[src/rtl/axi_chan_pkg.sv]
// Shared types for the AXI-style VALID/READY channel blocks.
// Holds the receiver state encoding and default channel widths.
package axi_chan_pkg;

    typedef enum logic [1:0] {
        EMPTY = 2'd0,
        BUSY  = 2'd1,
        FULL  = 2'd2
    } rx_state_t;

    localparam int unsigned DEF_WIDTH     = 8;
    localparam int unsigned DEF_CNT_WIDTH = 16;

endpackage

[src/rtl/rx_channel_if.sv]
// Bus-side and consumer-side handshake bundle of one receive channel.
// master = transmitter/consumer environment, slave = rx_channel.
interface rx_channel_if
    import axi_chan_pkg::*;
#(
    parameter int unsigned WIDTH     = DEF_WIDTH,
    parameter int unsigned CNT_WIDTH = DEF_CNT_WIDTH
) ();

    logic                 VALID;
    logic                 READY;
    logic [WIDTH-1:0]     xDATA;
    logic                 rx_en;
    logic                 rx_valid;
    logic [WIDTH-1:0]     rx_data;
    logic                 rx_ready;
    logic [CNT_WIDTH-1:0] rx_count;
    logic                 proto_err;

    modport master (
        output VALID, xDATA, rx_en, rx_ready,
        input  READY, rx_valid, rx_data, rx_count, proto_err
    );

    modport slave (
        input  VALID, xDATA, rx_en, rx_ready,
        output READY, rx_valid, rx_data, rx_count, proto_err
    );

endinterface

[src/rtl/axi_vr_checker.sv]
// Source-side VALID/data hold-rule monitor; usable on any VALID/READY channel.
// Once a beat is offered and stalled it must stay offered with stable data.
module axi_vr_checker #(
    parameter int unsigned WIDTH = 8
) (
    input  logic             ACLK,
    input  logic             ARESETn,
    input  logic             valid,
    input  logic             ready,
    input  logic [WIDTH-1:0] data,
    output logic             proto_err
);

    logic             armed_r;
    logic             prev_valid_r;
    logic             prev_ready_r;
    logic [WIDTH-1:0] prev_data_r;
    logic             err_r;
    logic             violation_s;

    // A stalled beat was withdrawn or its payload changed.
    always_comb begin
        violation_s = 1'b0;
        if (armed_r && prev_valid_r && !prev_ready_r) begin
            violation_s = !valid || (data != prev_data_r);
        end else begin
            violation_s = 1'b0;
        end
    end

    // History of the previous cycle and the sticky error flag.
    always_ff @(posedge ACLK or negedge ARESETn) begin
        if (!ARESETn) begin
            armed_r      <= 1'b0;
            prev_valid_r <= 1'b0;
            prev_ready_r <= 1'b0;
            prev_data_r  <= '0;
            err_r        <= 1'b0;
        end else begin
            armed_r      <= 1'b1;
            prev_valid_r <= valid;
            prev_ready_r <= ready;
            prev_data_r  <= data;
            if (violation_s) begin
                err_r <= 1'b1;
            end else begin
                err_r <= err_r;
            end
        end
    end

    assign proto_err = err_r;

endmodule

[src/rtl/rx_channel.sv]
// Receiving end of one VALID/READY channel: 2-entry skid buffer with registered
// READY, consumer handshake, accepted-beat counter and hold-rule checking.
module rx_channel
    import axi_chan_pkg::*;
#(
    parameter int unsigned WIDTH     = DEF_WIDTH,
    parameter int unsigned CNT_WIDTH = DEF_CNT_WIDTH
) (
    input  logic         ACLK,
    input  logic         ARESETn,
    rx_channel_if.slave  bus
);

    rx_state_t            state_r;
    logic [WIDTH-1:0]     out_r;
    logic [WIDTH-1:0]     skid_r;
    logic                 ready_r;
    logic                 valid_r;
    logic [CNT_WIDTH-1:0] count_r;
    logic                 in_hs_s;
    logic                 out_hs_s;
    logic                 err_s;

    // Handshake qualifiers for the bus side and the consumer side.
    always_comb begin
        in_hs_s  = bus.VALID && ready_r;
        out_hs_s = valid_r && bus.rx_ready;
    end

    // Buffer FSM; READY is dropped one cycle early so skid_r catches the in-flight beat.
    always_ff @(posedge ACLK or negedge ARESETn) begin
        if (!ARESETn) begin
            state_r <= EMPTY;
            out_r   <= '0;
            skid_r  <= '0;
            ready_r <= 1'b0;
            valid_r <= 1'b0;
        end else begin
            case (state_r)
                EMPTY: begin
                    ready_r <= bus.rx_en;
                    if (in_hs_s) begin
                        state_r <= BUSY;
                        out_r   <= bus.xDATA;
                        valid_r <= 1'b1;
                    end else begin
                        state_r <= EMPTY;
                        valid_r <= 1'b0;
                    end
                end
                BUSY: begin
                    if (in_hs_s && !out_hs_s) begin
                        state_r <= FULL;
                        skid_r  <= bus.xDATA;
                        ready_r <= 1'b0;
                    end else if (in_hs_s && out_hs_s) begin
                        out_r   <= bus.xDATA;
                        ready_r <= bus.rx_en;
                    end else if (out_hs_s) begin
                        state_r <= EMPTY;
                        valid_r <= 1'b0;
                        ready_r <= bus.rx_en;
                    end else begin
                        ready_r <= bus.rx_en;
                    end
                end
                FULL: begin
                    if (out_hs_s) begin
                        state_r <= BUSY;
                        out_r   <= skid_r;
                        ready_r <= bus.rx_en;
                    end else begin
                        ready_r <= 1'b0;
                    end
                end
                default: begin
                    state_r <= EMPTY;
                    valid_r <= 1'b0;
                    ready_r <= 1'b0;
                end
            endcase
        end
    end

    // Accepted-beat counter, wraps naturally.
    always_ff @(posedge ACLK or negedge ARESETn) begin
        if (!ARESETn) begin
            count_r <= '0;
        end else if (in_hs_s) begin
            count_r <= count_r + {{(CNT_WIDTH-1){1'b0}}, 1'b1};
        end else begin
            count_r <= count_r;
        end
    end

    axi_vr_checker #(.WIDTH(WIDTH)) u_checker (
        .ACLK      (ACLK),
        .ARESETn   (ARESETn),
        .valid     (bus.VALID),
        .ready     (ready_r),
        .data      (bus.xDATA),
        .proto_err (err_s)
    );

    assign bus.READY     = ready_r;
    assign bus.rx_valid  = valid_r;
    assign bus.rx_data   = out_r;
    assign bus.rx_count  = count_r;
    assign bus.proto_err = err_s;

endmodule

[src/flat_wrapper.sv]
// flat-port wrapper written by rule: the top's interface ports become plain ports
module rx_channel_flat import axi_chan_pkg::*;
#(
    parameter int unsigned WIDTH     = DEF_WIDTH,
    parameter int unsigned CNT_WIDTH = DEF_CNT_WIDTH
)
  (ACLK, ARESETn, bus_VALID, bus_xDATA, bus_rx_en, bus_rx_ready, bus_READY, bus_rx_valid, bus_rx_data, bus_rx_count, bus_proto_err);
  rx_channel_if #(.WIDTH(WIDTH), .CNT_WIDTH(CNT_WIDTH)) bus_i ();
  input  logic ACLK;
  input  logic ARESETn;
  input wire logic [$bits(bus_i.VALID)-1:0] bus_VALID;
  input wire logic [$bits(bus_i.xDATA)-1:0] bus_xDATA;
  input wire logic [$bits(bus_i.rx_en)-1:0] bus_rx_en;
  input wire logic [$bits(bus_i.rx_ready)-1:0] bus_rx_ready;
  output wire logic [$bits(bus_i.READY)-1:0] bus_READY;
  output wire logic [$bits(bus_i.rx_valid)-1:0] bus_rx_valid;
  output wire logic [$bits(bus_i.rx_data)-1:0] bus_rx_data;
  output wire logic [$bits(bus_i.rx_count)-1:0] bus_rx_count;
  output wire logic [$bits(bus_i.proto_err)-1:0] bus_proto_err;
  assign bus_i.VALID = bus_VALID;
  assign bus_i.xDATA = bus_xDATA;
  assign bus_i.rx_en = bus_rx_en;
  assign bus_i.rx_ready = bus_rx_ready;
  assign bus_READY = bus_i.READY;
  assign bus_rx_valid = bus_i.rx_valid;
  assign bus_rx_data = bus_i.rx_data;
  assign bus_rx_count = bus_i.rx_count;
  assign bus_proto_err = bus_i.proto_err;
  rx_channel #(.WIDTH(WIDTH), .CNT_WIDTH(CNT_WIDTH)) u_core (.ACLK(ACLK), .ARESETn(ARESETn), .bus(bus_i));
endmodule
[config.mk]
export PLATFORM = sky130hd
export DESIGN_NAME = rx_channel_flat
export DESIGN_NICKNAME = d
export VERILOG_FILES = /design/src/rtl/axi_chan_pkg.sv /design/src/rtl/rx_channel_if.sv /design/src/rtl/axi_vr_checker.sv /design/src/rtl/rx_channel.sv /design/src/flat_wrapper.sv
export SDC_FILE = /design/constraint.sdc
export NUM_CORES = 1
export LEC_CHECK = 0
export ABC_AREA = 1
export CAP_MARGIN = 20
export CORE_ASPECT_RATIO = 1.2
export CORE_MARGIN = 5
export CORE_UTILIZATION = 50
export DETAILED_ROUTE_END_ITERATION = 16
export PLACE_DENSITY = 0.77
export SYNTH_ARGS = -nofsm -noshare
export SYNTH_HDL_FRONTEND = slang
export SYNTH_SLANG_ARGS = --single-unit
[constraint.sdc]
create_clock -name ACLK -period 2.1 [get_ports ACLK]
set_clock_uncertainty 0.15 [all_clocks]
set_input_delay 0.315 -clock ACLK [delete_from_list [all_inputs] [get_ports ACLK]]
set_output_delay 0.315 -clock ACLK [all_outputs]
set_load 0.03 [all_outputs]
==> impl_metrics.tcl, run 1 <==
set metrics [dict create \
    tightest_slew_ns 0.544 \
    numClockSinks 48 \
    switching_share_pct 39.0 \
    ys_seq_area_share_pct 54.9 \
    path_max_fanout 5 \
    routed_via_density 4.84 \
    die_h_um 82.5 \
    setup_viol 0 \
    ys_warn_count 0 \
    cp_data_required_time_ns 1.63 \
    switching_power_uw 1220 \
    ant_nets 0 \
    ioPinCount 40 \
    ys_types 30 \
    internal_power_uw 1910 \
    finalMaxSlewViolations 0 \
    gp_congestion 0.793 \
    cts_buffers 5 \
    gr-usage-all-layers_pct 17.0 \
    path_cells "clkdlybuf4s50_1" \
    portBuffers 39 \
    dpl_cell_area_mm2 0.00264 \
    postCtsSetupBuffers 0 \
    period_needed_ns 1.92 \
    die_w_um 70.4 \
    synth-simple-area-share_pct 23.7 \
    grt_pass1_wl_mm 7.58 \
    vdd_drop_max_uv 567 \
    fin_setup_tns_ns 0 \
    cp_num_buf_inv 1 \
    clock-root-buffer "clkbuf_8" \
    outcome "finished clean" \
    routed_wl_mm 4.31 \
    start_util_pct 51.4 \
    num_antenna_cells 0 \
    die-area_mm2 0.00581 \
    vias 1626 \
    avgSynthCellArea_um2 9.36 \
    pwr-share-comb_pct 38.5 \
    grt.met3_usage_pct 4.48 \
    finalPower_uw 3130 \
    layout_common_cells "nand2_1, dfrtp_1, clkdlybuf4s50_1" \
    coreArea_mm2 0.00426 \
    overflow 0 \
    drt-wirelength-per-cell_um 12.8 \
    synth_top_family_by_area "simple AND/OR/NAND/NOR gates" \
    crit_type "register to output port" \
    relSlewSlack_pct 63.7 \
    dp_hpwl_mm 3.11 \
    cts.path.max_buffers 2 \
    final_common_cell "nand2_1" \
    finalInstanceArea_mm2 0.00275 \
    hold_viol 0 \
    critPathLaunch "u_core.bus.rx_count[5]$_DFFE_PN0P_" \
    antenna_found_initial 0 \
    layout.nets 293 \
    p_per_area_mw_per_mm2 1140 \
    max_cap_viol_count 0 \
    r2r_slack_ns 0.45 \
    ctsResizeCount 0 \
    fin_crit_sh_pct 91.6 \
    cp_top_family "buffers and inverters" \
    syn_area_mm2 0.00219 \
    synth_mux_area_share_pct 0 \
    yosys.area_share.xor_xnor_pct 5.60 \
    power_frac_clock_pct 18.5 \
    drt_iter0_drc 80 \
    grt_max_degree 27 \
    p_leak_uw 0.00132 \
    cp_data_arrival_time_ns 1.46 \
    synth_fa_ha_area_share_pct 0.571 \
    synthCells 234 \
    hp-class "register to register" \
    clkTransAtPathRegs_ns 0.09 \
    htreeDepth 2 \
    cpMaxStageDelayCell "clkdlybuf4s50_1" \
    whs_ns 0.311 \
    cts_tree "done" \
    synth-seq-cells 48 \
    syn-num-nets 248 \
    first_global_vias 1678 \
    startpoint_type "register" \
    use_met2_pct 29.3 \
    dr.pass1.iters 6 \
    rsz0062_at_grt "false" \
    synth-compound-area-share_pct 8.40 \
    areaGrowthSynthToFinish_pct 25.5 \
    drc 0 \
    postCtsHoldBufs 1 \
    rows 26 \
    hold_path_startpoint "u_core.bus.READY$_DFF_PN0_" \
    clock_latency_ns 0.30 \
    reg2reg_from "u_core.state_r[0]$_DFFE_PN0P_" \
    drive_gt1_share_pct 10.4 \
    crit_path_end_kind "output port" \
    top_usage_layer "met2" \
    fmax_ghz 0.520 \
    slowest_delay_ns 0.71 \
    met1_usage_pct 19.8 \
    power.share.sequential_pct 43.0 \
]
[final timing paths]
check	to	depth (start not counted)
worst max-delay path	bus_rx_count[5]	1
worst max register to register	u_core.bus.rx_data[1]$_DFFE_PN0P_	5
worst min-delay path	u_core.u_checker.prev_ready_r$_DFF_PN0_	0
worst min register to register	u_core.u_checker.prev_ready_r$_DFF_PN0_	0
max in group asynchronous	u_core.bus.rx_count[8]$_DFFE_PN0P_	3
min in group asynchronous	u_core.skid_r[3]$_DFFE_PN0P_	2
[registers in the layout (all words and copies together), names as in the netlist]
signal                         count
u_core.u_checker.proto_err         1
u_core.u_checker.prev_valid_r      1
u_core.bus.READY                   1
u_core.u_checker.prev_ready_r      1
u_core.bus.rx_valid                1
u_core.u_checker.armed_r           1
u_core.bus.rx_count               16
u_core.skid_r                      8
u_core.u_checker.prev_data_r       8
u_core.state_r                     2
u_core.bus.rx_data                 8
[metal layers]
layer / up-vias / routed length, um
met5: - / 0
met4: 0 / 78
met3: 6 / 196
met2: 39 / 2100
met1: 765 / 1930
li1: 816 / -
[metrics by stage]
step / util, % / worst slack, ns / std cells
2_1_floorplan: - / 0.506 / 234
3_3_place_gp: 61.9 / 0.226 / 327
3_5_place_dp: 61.9 / 0.197 / 327
4_1_cts: 64.5 / 0.167 / 336
5_1_grt: 64.5 / 0.111 / 336
6_report: 64.5 / 0.177 / 336
[power groups by stage]
stage / Combinational (uW) / Clock, uW / Sequential [uW]
6_report: 1200 / 577 / 1350
5_1_grt: 1320 / 643 / 1380
4_1_cts: 1220 / 598 / 1350
3_5_place_dp: 1210 / 0 / 1360
3_3_place_gp: 1190 / 0 / 1350
2_1_floorplan: 531 / 0 / 1610
[synthesized netlist by cell type]
cell type | n | area [um2]
nand2_1 | 59 | 221
o21a_1 | 7 | 52.6
xnor2_1 | 6 | 52.6
nor3_1 | 2 | 10.0
o21ai_0 | 11 | 55.1
nand2_2 | 2 | 12.5
nand3_1 | 8 | 40.0
buf_8 | 1 | 15.0
nand4_1 | 4 | 25.0
buf_2 | 2 | 10.0
dfrtp_1 | 48 | 1200
a21oi_1 | 7 | 35.0
nand3_4 | 1 | 17.5
a21boi_0 | 1 | 7.51
conb_1 | 1 | 3.75
nor3_2 | 1 | 10.0
nor2_2 | 3 | 18.8
xor2_1 | 8 | 70.1
a21oi_2 | 3 | 26.3
nand2_4 | 2 | 22.5
nand3_2 | 1 | 10.0
inv_4 | 1 | 6.26
nand4_4 | 1 | 21.3
ha_1 | 1 | 12.5
nand3b_1 | 2 | 15.0
inv_2 | 1 | 3.75
nor2_1 | 16 | 60.1
inv_1 | 30 | 113
o21bai_1 | 1 | 7.51
nor2_4 | 3 | 33.8
[final cells by class]
type	instances	area [um2]
Clock inverter	2	15.0
Tap cell	56	70.1
Fill cell	356	1510
Clock buffer	6	82.6
Inverter	32	123
Multi-Input combinational cell	151	841
Timing Repair Buffer	41	415
Sequential cell	48	1200
[cells by family after synthesis]
kind of cell,after synthesis
DFF,48
other,1
adders and majority gates,1
AOI/OAI and AO/OA,30
xor gates and xnor gates,14
buffers and inverters,35
and+or+nand+nor,105
Power figures use the tool's default switching activity.
==> inputs of run 2 (changes only) <==
--- a/config.mk
+++ b/config.mk
@@ -7,11 +7,15 @@
 export LEC_CHECK = 0
 export ABC_AREA = 1
 export CAP_MARGIN = 20
+export CELL_PAD_IN_SITES_DETAIL_PLACEMENT = 1
+export CELL_PAD_IN_SITES_GLOBAL_PLACEMENT = 1
 export CORE_ASPECT_RATIO = 1.2
 export CORE_MARGIN = 5
-export CORE_UTILIZATION = 50
+export CORE_UTILIZATION = 42
+export CTS_CLUSTER_SIZE = 20
 export DETAILED_ROUTE_END_ITERATION = 16
-export PLACE_DENSITY = 0.77
+export PLACE_DENSITY_LB_ADDON = 0.1
+export RECOVER_POWER = 50
 export SYNTH_ARGS = -nofsm -noshare
 export SYNTH_HDL_FRONTEND = slang
 export SYNTH_SLANG_ARGS = --single-unit
==> impl_metrics.tcl, run 2 (synthesis gave the netlist of run 1 again) <==
set metrics [dict create \
    cpMaxStageDelayCell "clkdlybuf4s50_1" \
    final_util_pct 54.5 \
    numClockSinks 48 \
    path_max_fanout 5 \
    relSlewSlack_pct 27.4 \
    power_frac_clock_pct 18.3 \
    vdd_drop_max_uv 578 \
    overflow 0 \
    dp_hpwl_mm 3.29 \
    cp_data_required_time_ns 1.63 \
    clock-root-buffer "clkbuf_8" \
    postCtsSetupBuffers 0 \
    areaGrowthSynthToFinish_pct 24.8 \
    portBuffers 39 \
    internal_power_uw 1910 \
    switching_share_pct 38.7 \
    num_antenna_cells 0 \
    ant_nets 0 \
    setup_viol 0 \
    cts_tree "done" \
    holdPathStages 0 \
    slowest_delay_ns 0.71 \
    crit_type "register to output port" \
    fin_setup_tns_ns 0 \
    hp-class "register to register" \
    drt_iter0_drc 40 \
    pwr-share-comb_pct 38.7 \
    clkTransAtPathRegs_ns 0.09 \
    vias 1630 \
    switching_power_uw 1200 \
    gr-usage-all-layers_pct 15.2 \
    path_cells "clkdlybuf4s50_1" \
    die-area_mm2 0.00676 \
    grt_pass1_wl_mm 8.32 \
    hold_viol 0 \
    htreeDepth 2 \
    dr.pass1.iters 4 \
    rows 28 \
    die_w_um 75.9 \
    layout.nets 294 \
    clock_latency_ns 0.30 \
    cp_data_arrival_time_ns 1.45 \
    cts.path.max_buffers 2 \
    p_per_area_mw_per_mm2 1140 \
    reg2reg_depth 7 \
    max_cap_viol_count 0 \
    drt-wirelength-per-cell_um 13.2 \
    routed_wl_mm 4.52 \
    finalMaxSlewViolations 0 \
    startpoint_type "register" \
    drive_gt1_share_pct 10.3 \
    period_needed_ns 1.91 \
    die_h_um 89.1 \
    cts_buffers 5 \
    dpl_cell_area_mm2 0.00265 \
    p_leak_uw 0.00133 \
    largest_register_ffs 16 \
    path_depth 1 \
    tightest_slew_ns 1.09 \
    ioPinCount 40 \
    cp_num_buf_inv 1 \
    drc 0 \
    final_common_cell "nand2_1" \
    antenna_found_initial 0 \
    fmax_ghz 0.523 \
    finalInstanceArea_mm2 0.00273 \
    cp_top_family "buffers and inverters" \
    outcome "finished clean" \
    start_util_pct 43.7 \
    fin_crit_sh_pct 91.1 \
    layout_common_cells "nand2_1, dfrtp_1, inv_1" \
    first_global_vias 1778 \
    grt_max_degree 49 \
    coreArea_mm2 0.00501 \
    rsz0062_at_grt "false" \
    crit_path_end_kind "output port" \
    power.share.sequential_pct 42.9 \
    gp_congestion 0.725 \
    routed_via_density 4.78 \
]
run 2: changes by cell type in the layout (fill, tap and decap cells not counted), sizes merged:
cell | before | now
buf | 2 | 3
clkdlybuf4s50 | 38 | 29
clkinv | 0 | 2
clkinvlp | 2 | 0
dlygate4sd3 | 1 | 10
run 2: metal layers:
layer | share of wire (%) | routed length [um] | up-vias | GRT usage [%]
met1 | 45 | 2040 | 777 | 18.4
met4 | 1.4 | 64 | 0 | 5.83
met5 | 0 | 0 | - | 0
met3 | 3.7 | 169 | 4 | 3.33
met2 | 50 | 2250 | 28 | 26.6
li1 | - | - | 821 | -
run 2: worst paths after layout:
kind | endpoint | slack, ns | startpoint
worst max-delay path | bus_rx_count[5] | 0.19 | u_core.bus.rx_count[5]$_DFFE_PN0P_
worst min-delay path | u_core.u_checker.prev_ready_r$_DFF_PN0_ | 0.32 | u_core.bus.READY$_DFF_PN0_
worst max register to register | u_core.bus.rx_count[10]$_DFFE_PN0P_ | 0.54 | u_core.bus.rx_count[1]$_DFFE_PN0P_
worst min register to register | u_core.u_checker.prev_ready_r$_DFF_PN0_ | 0.32 | u_core.bus.READY$_DFF_PN0_
max in group asynchronous | u_core.u_checker.armed_r$_DFF_PN0_ | 0.44 | ARESETn
min in group asynchronous | u_core.bus.rx_data[2]$_DFFE_PN0P_ | 0.69 | ARESETn
run 2: area by class of cell:
| type | instances | area, um2 |
|---|---|---|
| Clock inverter | 2 | 10.0 |
| Timing Repair Buffer | 42 | 408 |
| Inverter | 32 | 123 |
| Tap cell | 60 | 75.1 |
| Sequential cell | 48 | 1200 |
| Fill cell | 599 | 2280 |
| Clock buffer | 6 | 82.6 |
| Multi-Input combinational cell | 151 | 833 |
run 2: per-stage QoR:
| step | total power (uW) | worst slack [ns] | hold WS (ns) | cells |
|---|---|---|---|---|
| floorplan | 2140 | 0.506 | -0.131 | 234 |
| CTS | 3180 | 0.178 | 0.318 | 341 |
| detailed placement | 2600 | 0.162 | 0.176 | 332 |
| finish | 3110 | 0.186 | 0.318 | 341 |
| global placement | 2570 | 0.198 | 0.176 | 332 |
| global route | 3360 | 0.0994 | 0.335 | 341 |
run 2: worst register-to-register path: cells and delay by family (launching register included):
family / cells / cell delay [ns]
and+or+nand+nor: 4 / 0.56
DFF: 1 / 0.40
xor gates and xnor gates: 1 / 0.14
buffers and inverters: 1 / 0.04
adders and majority gates: 1 / 0.16
run 2: power by group through the flow:
stage	Clock, uW	Sequential (uW)	Combinational [uW]
2_1_floorplan	0	1610	531
3_3_place_gp	0	1350	1220
3_5_place_dp	0	1360	1240
4_1_cts	590	1340	1250
5_1_grt	635	1380	1350
6_report	571	1340	1200
run 2: repair_timing:
action / in CTS / in global routing
hold endpoints to repair: 48 / 0
gates resized for setup: 0 / 0
hold buffers: 1 / 0
